[src/rtl/bcd_display_scanner_pkg.sv]
// Shared constants and types for the multiplexed BCD display scanner.
// Segment vectors are {g,f,e,d,c,b,a}, active-high.
package bcd_display_scanner_pkg;

  localparam int SEG_A = 0;
  localparam int SEG_B = 1;
  localparam int SEG_C = 2;
  localparam int SEG_D = 3;
  localparam int SEG_E = 4;
  localparam int SEG_F = 5;
  localparam int SEG_G = 6;

  localparam logic [6:0] SEG_0    = 7'b0111111;
  localparam logic [6:0] SEG_1    = 7'b0000110;
  localparam logic [6:0] SEG_2    = 7'b1011011;
  localparam logic [6:0] SEG_3    = 7'b1001111;
  localparam logic [6:0] SEG_4    = 7'b1100110;
  localparam logic [6:0] SEG_5    = 7'b1101101;
  localparam logic [6:0] SEG_6    = 7'b1111101;
  localparam logic [6:0] SEG_7    = 7'b0000111;
  localparam logic [6:0] SEG_8    = 7'b1111111;
  localparam logic [6:0] SEG_9    = 7'b1101111;
  localparam logic [6:0] SEG_DASH = 7'b1000000;
  localparam logic [6:0] SEG_OFF  = 7'b0000000;

  typedef enum logic {
    BLINK_ON  = 1'b0,
    BLINK_OFF = 1'b1
  } blink_e;

endpackage

[src/rtl/bcd_display_scanner_if.sv]
// Counter-chain side inputs and display-pin side outputs of the scanner.
// master drives digits/controls, slave is the scanner itself.
interface bcd_display_scanner_if #(
  parameter int NUM_DIGITS = 6
);
  import bcd_display_scanner_pkg::*;

  logic                    en;
  logic [4*NUM_DIGITS-1:0] bcd_in;
  logic [NUM_DIGITS-1:0]   dp_in;
  logic [NUM_DIGITS-1:0]   blank_mask;
  logic [NUM_DIGITS-1:0]   blink_mask;
  logic                    lz_blank;
  logic [6:0]              seg;
  logic                    dp;
  logic [NUM_DIGITS-1:0]   an;
  logic [2:0]              digit_idx;
  logic                    frame_start;

  modport master (
    output en, bcd_in, dp_in, blank_mask, blink_mask, lz_blank,
    input  seg, dp, an, digit_idx, frame_start
  );

  modport slave (
    input  en, bcd_in, dp_in, blank_mask, blink_mask, lz_blank,
    output seg, dp, an, digit_idx, frame_start
  );

endinterface

[src/rtl/bcd_to_7seg.sv]
// BCD to 7-segment decoder; codes 10..15 show a dash.
// Output polarity is applied here so the pins need no further inversion.
module bcd_to_7seg
  import bcd_display_scanner_pkg::*;
#(
  parameter bit SEG_ACT_LOW = 1'b1
) (
  input  logic [3:0] bcd_i,
  output logic [6:0] seg_o
);

  logic [6:0] seg_act;

  // Active-high segment pattern, then pin polarity
  always_comb begin
    seg_act = SEG_DASH;
    unique case (bcd_i)
      4'd0:    seg_act = SEG_0;
      4'd1:    seg_act = SEG_1;
      4'd2:    seg_act = SEG_2;
      4'd3:    seg_act = SEG_3;
      4'd4:    seg_act = SEG_4;
      4'd5:    seg_act = SEG_5;
      4'd6:    seg_act = SEG_6;
      4'd7:    seg_act = SEG_7;
      4'd8:    seg_act = SEG_8;
      4'd9:    seg_act = SEG_9;
      default: seg_act = SEG_DASH;
    endcase
    seg_o = seg_act ^ {7{SEG_ACT_LOW}};
  end

endmodule

[src/rtl/bcd_display_scanner.sv]
// Time-multiplexed 7-segment scanner: frame snapshot, leading-zero
// blanking, blink and a dead interval at the start of every digit slot.
module bcd_display_scanner
  import bcd_display_scanner_pkg::*;
#(
  parameter int NUM_DIGITS   = 6,
  parameter int SCAN_DIV     = 50000,
  parameter int DEAD_CYC     = 64,
  parameter int BLINK_FRAMES = 64,
  parameter bit SEG_ACT_LOW  = 1'b1,
  parameter bit AN_ACT_LOW   = 1'b1
) (
  input  logic clk,
  input  logic reset,
  bcd_display_scanner_if.slave bus
);

  localparam int N  = NUM_DIGITS;
  localparam int PW = $clog2(SCAN_DIV);
  localparam int BW = (BLINK_FRAMES > 1) ? $clog2(BLINK_FRAMES) : 1;

  localparam logic [6:0]   SEG_IDLE = SEG_OFF ^ {7{SEG_ACT_LOW}};
  localparam logic [N-1:0] AN_IDLE  = {N{AN_ACT_LOW}};

  logic [PW-1:0]  presc_q, presc_d;
  logic [2:0]     dig_q, dig_d;
  logic           slot_end, frame_end;

  logic [4*N-1:0] snap_bcd_q;
  logic [N-1:0]   snap_dp_q;
  logic [N-1:0]   snap_blank_q;
  logic [N-1:0]   snap_blink_q;
  logic           snap_vld_q;
  logic           snap_ld;

  blink_e         blink_q, blink_d;
  logic [BW-1:0]  bcnt_q, bcnt_d;
  logic           blink_off;

  logic [3:0]     cur_bcd;
  logic           cur_dp, cur_blank, cur_blink, cur_lz;
  logic           zero_run, dark, lit;
  logic [6:0]     seg_dec;

  logic [6:0]     seg_q, seg_d;
  logic           dp_q, dp_d;
  logic [N-1:0]   an_q, an_d;
  logic [2:0]     idx_q;
  logic           fs_q, fs_d;

  // Prescaler and digit counter advance; both hold while disabled
  always_comb begin
    slot_end  = bus.en && (presc_q == PW'(SCAN_DIV - 1));
    frame_end = slot_end && (dig_q == 3'(N - 1));
    presc_d   = presc_q;
    dig_d     = dig_q;
    if (bus.en) begin
      if (slot_end) begin
        presc_d = '0;
        dig_d   = frame_end ? 3'd0 : dig_q + 3'd1;
      end else begin
        presc_d = presc_q + 1'b1;
      end
    end
  end

  // Scan counters
  always_ff @(posedge clk or posedge reset) begin
    if (reset) begin
      presc_q <= '0;
      dig_q   <= '0;
    end else begin
      presc_q <= presc_d;
      dig_q   <= dig_d;
    end
  end

  // Snapshot on frame wrap; the first enabled cycle after reset also
  // loads so the very first frame shows live data instead of zeros
  assign snap_ld = bus.en && (frame_end || !snap_vld_q);

  // Frame-coherent copy of digit data and masks
  always_ff @(posedge clk or posedge reset) begin
    if (reset) begin
      snap_bcd_q   <= '0;
      snap_dp_q    <= '0;
      snap_blank_q <= '0;
      snap_blink_q <= '0;
      snap_vld_q   <= 1'b0;
    end else if (snap_ld) begin
      snap_bcd_q   <= bus.bcd_in;
      snap_dp_q    <= bus.dp_in;
      snap_blank_q <= bus.blank_mask;
      snap_blink_q <= bus.blink_mask;
      snap_vld_q   <= 1'b1;
    end
  end

  // Blink state register
  always_ff @(posedge clk or posedge reset) begin
    if (reset) begin
      blink_q <= BLINK_ON;
      bcnt_q  <= '0;
    end else begin
      blink_q <= blink_d;
      bcnt_q  <= bcnt_d;
    end
  end

  // Blink next state: toggle phase every BLINK_FRAMES frames
  always_comb begin
    blink_d = blink_q;
    bcnt_d  = bcnt_q;
    if (frame_end) begin
      if (bcnt_q == BW'(BLINK_FRAMES - 1)) begin
        bcnt_d  = '0;
        blink_d = (blink_q == BLINK_ON) ? BLINK_OFF : BLINK_ON;
      end else begin
        bcnt_d = bcnt_q + 1'b1;
      end
    end
  end

  // Blink output decode
  always_comb begin
    blink_off = (blink_q == BLINK_OFF);
  end

  // Select current digit and walk zeros down from the top for LZ
  always_comb begin
    cur_bcd   = '0;
    cur_dp    = 1'b0;
    cur_blank = 1'b0;
    cur_blink = 1'b0;
    cur_lz    = 1'b0;
    zero_run  = 1'b1;
    for (int i = N - 1; i >= 0; i--) begin
      zero_run = zero_run && (snap_bcd_q[4*i +: 4] == 4'd0);
      if (dig_q == 3'(i)) begin
        cur_bcd   = snap_bcd_q[4*i +: 4];
        cur_dp    = snap_dp_q[i];
        cur_blank = snap_blank_q[i];
        cur_blink = snap_blink_q[i];
        cur_lz    = bus.lz_blank && zero_run && (i != 0);
      end
    end
    dark = cur_blank || (cur_blink && blink_off) || cur_lz;
    lit  = bus.en && (presc_q >= PW'(DEAD_CYC)) && !dark;
  end

  bcd_to_7seg #(
    .SEG_ACT_LOW (SEG_ACT_LOW)
  ) u_dec (
    .bcd_i (cur_bcd),
    .seg_o (seg_dec)
  );

  // Pin values for the next cycle; segments stay off while not lit
  always_comb begin
    an_d = AN_IDLE;
    for (int i = 0; i < N; i++) begin
      if (lit && (dig_q == 3'(i))) begin
        an_d[i] = ~AN_ACT_LOW;
      end
    end
    seg_d = lit ? seg_dec : SEG_IDLE;
    dp_d  = lit ? (cur_dp ^ SEG_ACT_LOW) : SEG_ACT_LOW;
    fs_d  = bus.en && (presc_q == '0) && (dig_q == 3'd0);
  end

  // Output registers
  always_ff @(posedge clk or posedge reset) begin
    if (reset) begin
      an_q  <= AN_IDLE;
      seg_q <= SEG_IDLE;
      dp_q  <= SEG_ACT_LOW;
      idx_q <= '0;
      fs_q  <= 1'b0;
    end else begin
      an_q  <= an_d;
      seg_q <= seg_d;
      dp_q  <= dp_d;
      idx_q <= dig_q;
      fs_q  <= fs_d;
    end
  end

  assign bus.an          = an_q;
  assign bus.seg         = seg_q;
  assign bus.dp          = dp_q;
  assign bus.digit_idx   = idx_q;
  assign bus.frame_start = fs_q;

endmodule

[src/flat_wrapper.sv]
// flat-port wrapper written by rule: the top's interface ports become plain ports
module bcd_display_scanner_flat import bcd_display_scanner_pkg::*;
#(
  parameter int NUM_DIGITS   = 6,
  parameter int SCAN_DIV     = 50000,
  parameter int DEAD_CYC     = 64,
  parameter int BLINK_FRAMES = 64,
  parameter bit SEG_ACT_LOW  = 1'b1,
  parameter bit AN_ACT_LOW   = 1'b1
)
  (clk, reset, bus_en, bus_bcd_in, bus_dp_in, bus_blank_mask, bus_blink_mask, bus_lz_blank, bus_seg, bus_dp, bus_an, bus_digit_idx, bus_frame_start);
  bcd_display_scanner_if #(.NUM_DIGITS(NUM_DIGITS)) bus_i ();
  input  logic clk;
  input  logic reset;
  input wire logic [$bits(bus_i.en)-1:0] bus_en;
  input wire logic [$bits(bus_i.bcd_in)-1:0] bus_bcd_in;
  input wire logic [$bits(bus_i.dp_in)-1:0] bus_dp_in;
  input wire logic [$bits(bus_i.blank_mask)-1:0] bus_blank_mask;
  input wire logic [$bits(bus_i.blink_mask)-1:0] bus_blink_mask;
  input wire logic [$bits(bus_i.lz_blank)-1:0] bus_lz_blank;
  output wire logic [$bits(bus_i.seg)-1:0] bus_seg;
  output wire logic [$bits(bus_i.dp)-1:0] bus_dp;
  output wire logic [$bits(bus_i.an)-1:0] bus_an;
  output wire logic [$bits(bus_i.digit_idx)-1:0] bus_digit_idx;
  output wire logic [$bits(bus_i.frame_start)-1:0] bus_frame_start;
  assign bus_i.en = bus_en;
  assign bus_i.bcd_in = bus_bcd_in;
  assign bus_i.dp_in = bus_dp_in;
  assign bus_i.blank_mask = bus_blank_mask;
  assign bus_i.blink_mask = bus_blink_mask;
  assign bus_i.lz_blank = bus_lz_blank;
  assign bus_seg = bus_i.seg;
  assign bus_dp = bus_i.dp;
  assign bus_an = bus_i.an;
  assign bus_digit_idx = bus_i.digit_idx;
  assign bus_frame_start = bus_i.frame_start;
  bcd_display_scanner #(.NUM_DIGITS(NUM_DIGITS), .SCAN_DIV(SCAN_DIV), .DEAD_CYC(DEAD_CYC), .BLINK_FRAMES(BLINK_FRAMES), .SEG_ACT_LOW(SEG_ACT_LOW), .AN_ACT_LOW(AN_ACT_LOW)) u_core (.clk(clk), .reset(reset), .bus(bus_i));
endmodule
[config.mk]
export PLATFORM = sky130hd
export DESIGN_NAME = bcd_display_scanner_flat
export DESIGN_NICKNAME = d
export VERILOG_FILES = /design/src/rtl/bcd_display_scanner_pkg.sv /design/src/rtl/bcd_display_scanner_if.sv /design/src/rtl/bcd_to_7seg.sv /design/src/rtl/bcd_display_scanner.sv /design/src/flat_wrapper.sv
export SDC_FILE = /design/constraint.sdc
export NUM_CORES = 1
export LEC_CHECK = 0
export BUFFER_PORTS_ARGS = -buffer_cell sky130_fd_sc_hd__buf_4
export CAP_MARGIN = 5
export CORE_MARGIN = 2
export CORE_UTILIZATION = 54
export DETAILED_ROUTE_END_ITERATION = 16
export PLACE_DENSITY = 0.76
export SYNTH_ARGS = -nofsm -noshare
export SYNTH_HDL_FRONTEND = slang
export SYNTH_HIERARCHICAL = 1
export SYNTH_SLANG_ARGS = --single-unit
[constraint.sdc]
create_clock -name clk -period 3.55 [get_ports clk]
set_input_delay 0.5325 -clock clk [delete_from_list [all_inputs] [get_ports clk]]
set_output_delay 0.5325 -clock clk [all_outputs]
set_load 0.1 [all_outputs]
Word level (Yosys, flattened, before mapping)
Memory sizes are Yosys's and may differ from the RTL's.
Cells that the tools add are included.
- add/sub/neg operators: 3
- eq/ne operators: 7
- multiplexer cells: 42
- reductions and logical operators: 37
- order comparisons: 1
- bitwise gates (word level): 2
- operators by type and width (operator ; number):
    $mux 1 ; 32
    $mux 4 ; 6
    $logic_and 1x1->1 ; 23
    $logic_not 4->1 ; 5
    $add 16x1->16 const B ; 1
    $eq 16x16->1 const B ; 1
    $ge 16x7->1 const B ; 1
    $logic_not 16->1 ; 1
    $mux 16 ; 1
    $mux 7 ; 1
    $not 7->7 ; 1
    $add 6x1->6 const B ; 1
    $eq 3x2->1 const B ; 2
    $eq 3x3->1 const B ; 2
    $eq 6x6->1 const B ; 1
    $mux 6 ; 1
    $reduce_and 2->1 ; 2
    $add 3x1->3 const B ; 1
    $eq 3x1->1 const B ; 1
    $logic_not 3->1 ; 1
    $logic_or 1x1->1 ; 3
    $mux 3 ; 1
    $logic_not 1->1 ; 2
    $not 1->1 ; 1
- memories kept: 1
- flip-flop bits (word level): 87
- output and inout port bits: 18
- ROM bits: 112
- memory list (memory ; depth ; bits a word ; rd ports ; clocked after memory_dff ; wr ports ; RTL line ; RTL):
    (name not given) ; 16 ; 7 ; 1 ; 0 ; 0 ; bcd_to_7seg.sv:17 ; unique case (bcd_i)

Depth between registers and ports, before layout
- word-level depth: 14
- mapped depth: 14
- gate-level depth less buffers: 12

Hierarchy
The synthesis kept the hierarchy.
- modules (own cells, without submodules) (module ; cells an instance ; instances ; area each (µm²) ; sequential area each (µm²)):
    bcd_display_scanner ; 359 ; 1 ; 4224.1 ; 2194.6
    bcd_to_7seg ; 27 ; 1 ; 197.7 ; 0.0

Worst setup path after synthesis
OpenSTA, ideal clock, no wires.
- path type: register to register
- from: reg u_core.dig_q[2]
- to: reg u_core.seg_q[5], in the netlist u_core/bus.seg[5]
- cell stages (with the launch flop): 15
- period minus slack after synthesis: 2808 ps
- required time: 3484 ps
- arrival: 2742 ps
- setup time: 66 ps
- path slack: 742 ps
- path buffers: 2
- path through: dfrtp_1 > clkbuf_1 > clkinv_1 > ha_1 > clkbuf_1 > inv_1 > nor2_1 > a221oi_1 > o311a_1 > a21oi_1 > inv_1 > ha_1 > nor2b_1 > o31ai_2 > nand3b_1
- elaborated cells on any way between the ends: 38
- classes of those cells: eq/ne: 5; mux: 25; bitwise: 1; reduce/logical: 6; memory: 1
- RTL lines (what ; RTL line ; RTL):
    start: declaration ; bcd_display_scanner.sv:26 ; logic [2:0] dig_q, dig_d;
    start signal: assignment ; bcd_display_scanner.sv:74 ; dig_q <= dig_d;
    $eq 3x3->1 ; bcd_display_scanner.sv:139 ; if (dig_q == 3'(i)) begin
    $mux 4 (5 in a row) ; bcd_display_scanner.sv:139 ;
    $mux 4 (*) ; bcd_display_scanner.sv:139 ;
    named net u_core.cur_bcd[1] ; bcd_display_scanner.sv:40 ; logic [3:0] cur_bcd;
    $mem_v2 16x7 (*) ; -- ;
    $not 7->7 (no line) (*) ; -- ;
    named net u_core.seg_dec[5] ; bcd_display_scanner.sv:43 ; logic [6:0] seg_dec;
    $mux 7 (*) ; bcd_display_scanner.sv:166 ; seg_d = lit ? seg_dec : SEG_IDLE;
    named net u_core.seg_d[5] ; bcd_display_scanner.sv:45 ; logic [6:0] seg_q, seg_d;
    end signal: assignment ; bcd_display_scanner.sv:181 ; seg_q <= seg_d;
    end: declaration ; bcd_display_scanner.sv:45 ;
Mark *: on every way through the listed nets, which the timed path passes. The rest lies on a longest branch.
A chain may end at the register's enable or synchronous reset.

Final worst setup path
- from: reg u_core.dig_q[1]
- to: reg u_core.seg_q[5], in the netlist u_core/bus.seg[5]
The elaborated chain is that of the path after synthesis.

==> reports/results.ini <==
[final_layout]
antenna_cells = 0
num-nets-final = 509
fin_util = 0.644
syn_to_final_growth_pct = 17.9
drive_above_1_share = 0.330
fin_cells = 560
fillCellCount = 661

[critical_path]
path_cells = inv_1, ha_1, a221oi_1, o311a_1, a21oi_1, inv_1, ha_1, nor2b_1, o31ai_2, nand3b_1
arrival_ps = 3220
endpoint_kind = flop
max_stage_delay_ps = 620
critPathLaunchType = flop
critPathKind = flop to flop
slowest_stage = ha_1
critical_path.max_fanout = 20
crit_required_ps = 3830

[clock_network]
cts_tree = built
cts_max_level = 3
ctsResizeCount = 0
cts_buffer_depth = 2
root_buffer = clkbuf_8
hold_buffers = 0
cts_setup_buffers = 0
clock_latency_ps = 360
numCtsBuffers = 9
cts.clk_slew.worst_paths_ps = 90
clock_sinks = 87

[global_route]
grtUsageTotal = 0.220
grt_max_degree = 54
antenna_found_initial = 0
grt_pass1_vias = 3087
grt.overflow.total = 0
grt_pass1_wl_um = 15200

[yosys]
syn-cell-area_sq_mm = 0.00442
synth_edf_count = 0
synth_nets = 445
synth_fa_ha_area_frac = 0.0368
yosys.area_share.simple = 0.146
synth_mux_area_frac = 0.153
yosysUniqueCellTypes = 53
ys_ff_latch = 87
synthArstFlopShare = 1.00
yosysSeqAreaShare = 0.496
yosys_warnings = 6
synth_compound_area_frac = 0.0959
synth-main-ff-cell = dfrtp_1
synth_top_family_by_area = multiplexers
syn_avg_cell_area_sq_um = 11.5
syn_inst = 386
yosys.area_share.xor_xnor = 0.0297

[detailed_routing]
drt_iter0_drc = 191
vias_per_cell = 5.57
firstDrtPassIters = 4
wl_per_cell_um = 16.2
drc = 0
detail-route-antenna-nets = 0
via_count = 3117
drt_wl_total_um = 9070

[power_and_ir_drop]
power_frac_clock = 0.373
p_comb_frac = 0.096
ir_drop_mv = 0.261
leakagePower_nw = 2.56
p_sw_frac = 0.246
sequentialPowerShare = 0.531
p_switching_uw = 498
p_int_mw = 1.53
p_per_area_mw_per_mm2 = 388

[die]
io-pin-count = 64
rows = 33
die_h_um = 94.5
die-area_sq_mm = 0.00893
start_util = 0.546
core_area_sq_mm = 0.00809
die_w_um = 94.5

[placed_design]
io_buffer_count = 63
gp_congestion = 0.894
post-place-cells = 544
dp_hpwl_um = 6420
post-place-ws_ps = 655

[sta]
max_freq_ghz = 0.340
fin_ws_ps = 605
tightest_slew_ps = 1140
period_share = 0.830
max_slew_margin = 0.233
finalSetupViolCount = 0
finalCriticalPeriod_ps = 2940
rsz0062_at_grt = no
tns_ps = 0
slew_violations = 0
fin_skew_ps = 12.0
final-hold-violation-count = 0

[worst_hold_path]
min_path_type = input port to asynchronous set/reset pin

[flow_run]
maxCapViolCount = 0

[run_status]
outcome = complete, no violations

critical path, delay by kind of cell (launching register included):
| kind | cells | cell delay (ps) |
|---|---|---|
| simple gates | 2 | 270 |
| compound gates | 4 | 1060 |
| buf+inv | 2 | 280 |
| fa+ha+maj | 2 | 850 |
| flops | 1 | 420 |
placed cells by master (no fill, tap or decap), drive strengths merged, types with 3 or more instances in the layout:
cell type  instances
a211oi             3
a21oi             22
a221oi             3
and3               4
buf               72
clkbuf            10
clkinv             4
dfrtp             73
dfstp             14
ha                13
inv               19
mux2              44
mux2i              3
nand2             29
nand3             14
nand3b            11
nand4              6
nor2              24
nor2b              7
nor3               5
nor4               3
o21ai             13
o311a              3
or4                7
xnor2              6
xor2               9
power by group through the flow:
stage          Clock (mW)  Sequential (mW)  Combinational, mW
5_1_grt             0.822             1.08              0.214
4_1_cts             0.777             1.07              0.196
2_1_floorplan           0             1.11             0.0937
3_5_place_dp            0             1.09              0.195
3_3_place_gp            0             1.09              0.184
6_report            0.754             1.08              0.194
metrics by stage:
stage	total power [mW]	cell area, sq um	hold slack [ps]
2_1_floorplan	1.21	4420	401
3_3_place_gp	1.28	4990	410
3_5_place_dp	1.29	4990	424
4_1_cts	2.05	5210	347
5_1_grt	2.12	5210	382
6_report	2.02	5210	335
registers in the layout, summed over array words and instances (netlist names):
name	flops
u_core/bcnt_q	6
u_core/blink_off	1
u_core/bus.an	6
u_core/bus.digit_idx	3
u_core/bus.dp	1
u_core/bus.frame_start	1
u_core/bus.seg	7
u_core/dig_q	3
u_core/presc_q	16
u_core/snap_bcd_q	24
u_core/snap_blank_q	6
u_core/snap_blink_q	6
u_core/snap_dp_q	6
u_core/snap_vld_q	1
metal layers:
| layer | routed length [um] | vias up | global-route usage | share of wire |
|---|---|---|---|---|
| met4 | 135 | 0 | 0.0797 | 0.015 |
| met5 | 0 | - | 0 | 0 |
| met2 | 4230 | 80 | 0.332 | 0.47 |
| met1 | 4260 | 1527 | 0.312 | 0.47 |
| met3 | 445 | 11 | 0.0503 | 0.049 |
| li1 | - | 1499 | - | - |
layout make-up:
cell class | instances | area, sq um | share of cell area
Sequential cell | 87 | 2190 | 0.421
Tap cell | 105 | 131 | 0.0252
Timing Repair Buffer | 72 | 541 | 0.104
Multi-Input combinational cell | 259 | 2050 | 0.392
Clock buffer | 10 | 138 | 0.0264
Inverter | 21 | 80.1 | 0.0154
Clock inverter | 6 | 83.8 | 0.0161
path summary, 6_finish.rpt:
| kind | start | slack (ps) | cells after the start | endpoint |
|---|---|---|---|---|
| setup / recovery | u_core/dig_q[1] | 610 | 10 | u_core/bus.seg[5] |
| hold / removal | reset | 340 | 2 | u_core/presc_q[0] |
| setup reg to reg | u_core/dig_q[1] | 610 | 10 | u_core/bus.seg[5] |
| hold reg to reg | u_core/dig_q[1] | 450 | 0 | u_core/bus.digit_idx[1] |
| max in group asynchronous | reset | 2360 | 3 | u_core/bus.seg[3] |
| min in group clk | bus_blink_mask[2] | 400 | 2 | u_core/snap_blink_q[2] |
Yosys cell counts, drive strengths merged, types with 3 or more instances:
cell,number,area [sq um]
nor3,5,30.0
nand2,29,109
ha,13,163
xor2,9,78.8
buf,8,68.8
mux2,44,646
and3,4,25.0
inv,20,75.1
o21ai,13,68.8
nor4,3,18.8
xnor2,6,52.6
dfrtp,73,1830
dfstp,14,368
or4,7,52.6
nand3,14,70.1
nand3b,11,82.6
mux2i,3,30.0
o311a,3,30.0
a21oi,22,110
clkbuf,11,41.3
nor2b,7,43.8
a211oi,3,22.5
nor2,24,90.1
a221oi,3,26.3
nand4,6,37.5
cell families after synthesis:
family,count (synthesis)
compound gates,64
fa+ha+maj,13
xor+xnor,15
simple gates,120
mux,47
buf+inv,40
flops,87
No activity file was read; power rests on OpenSTA's default activity.
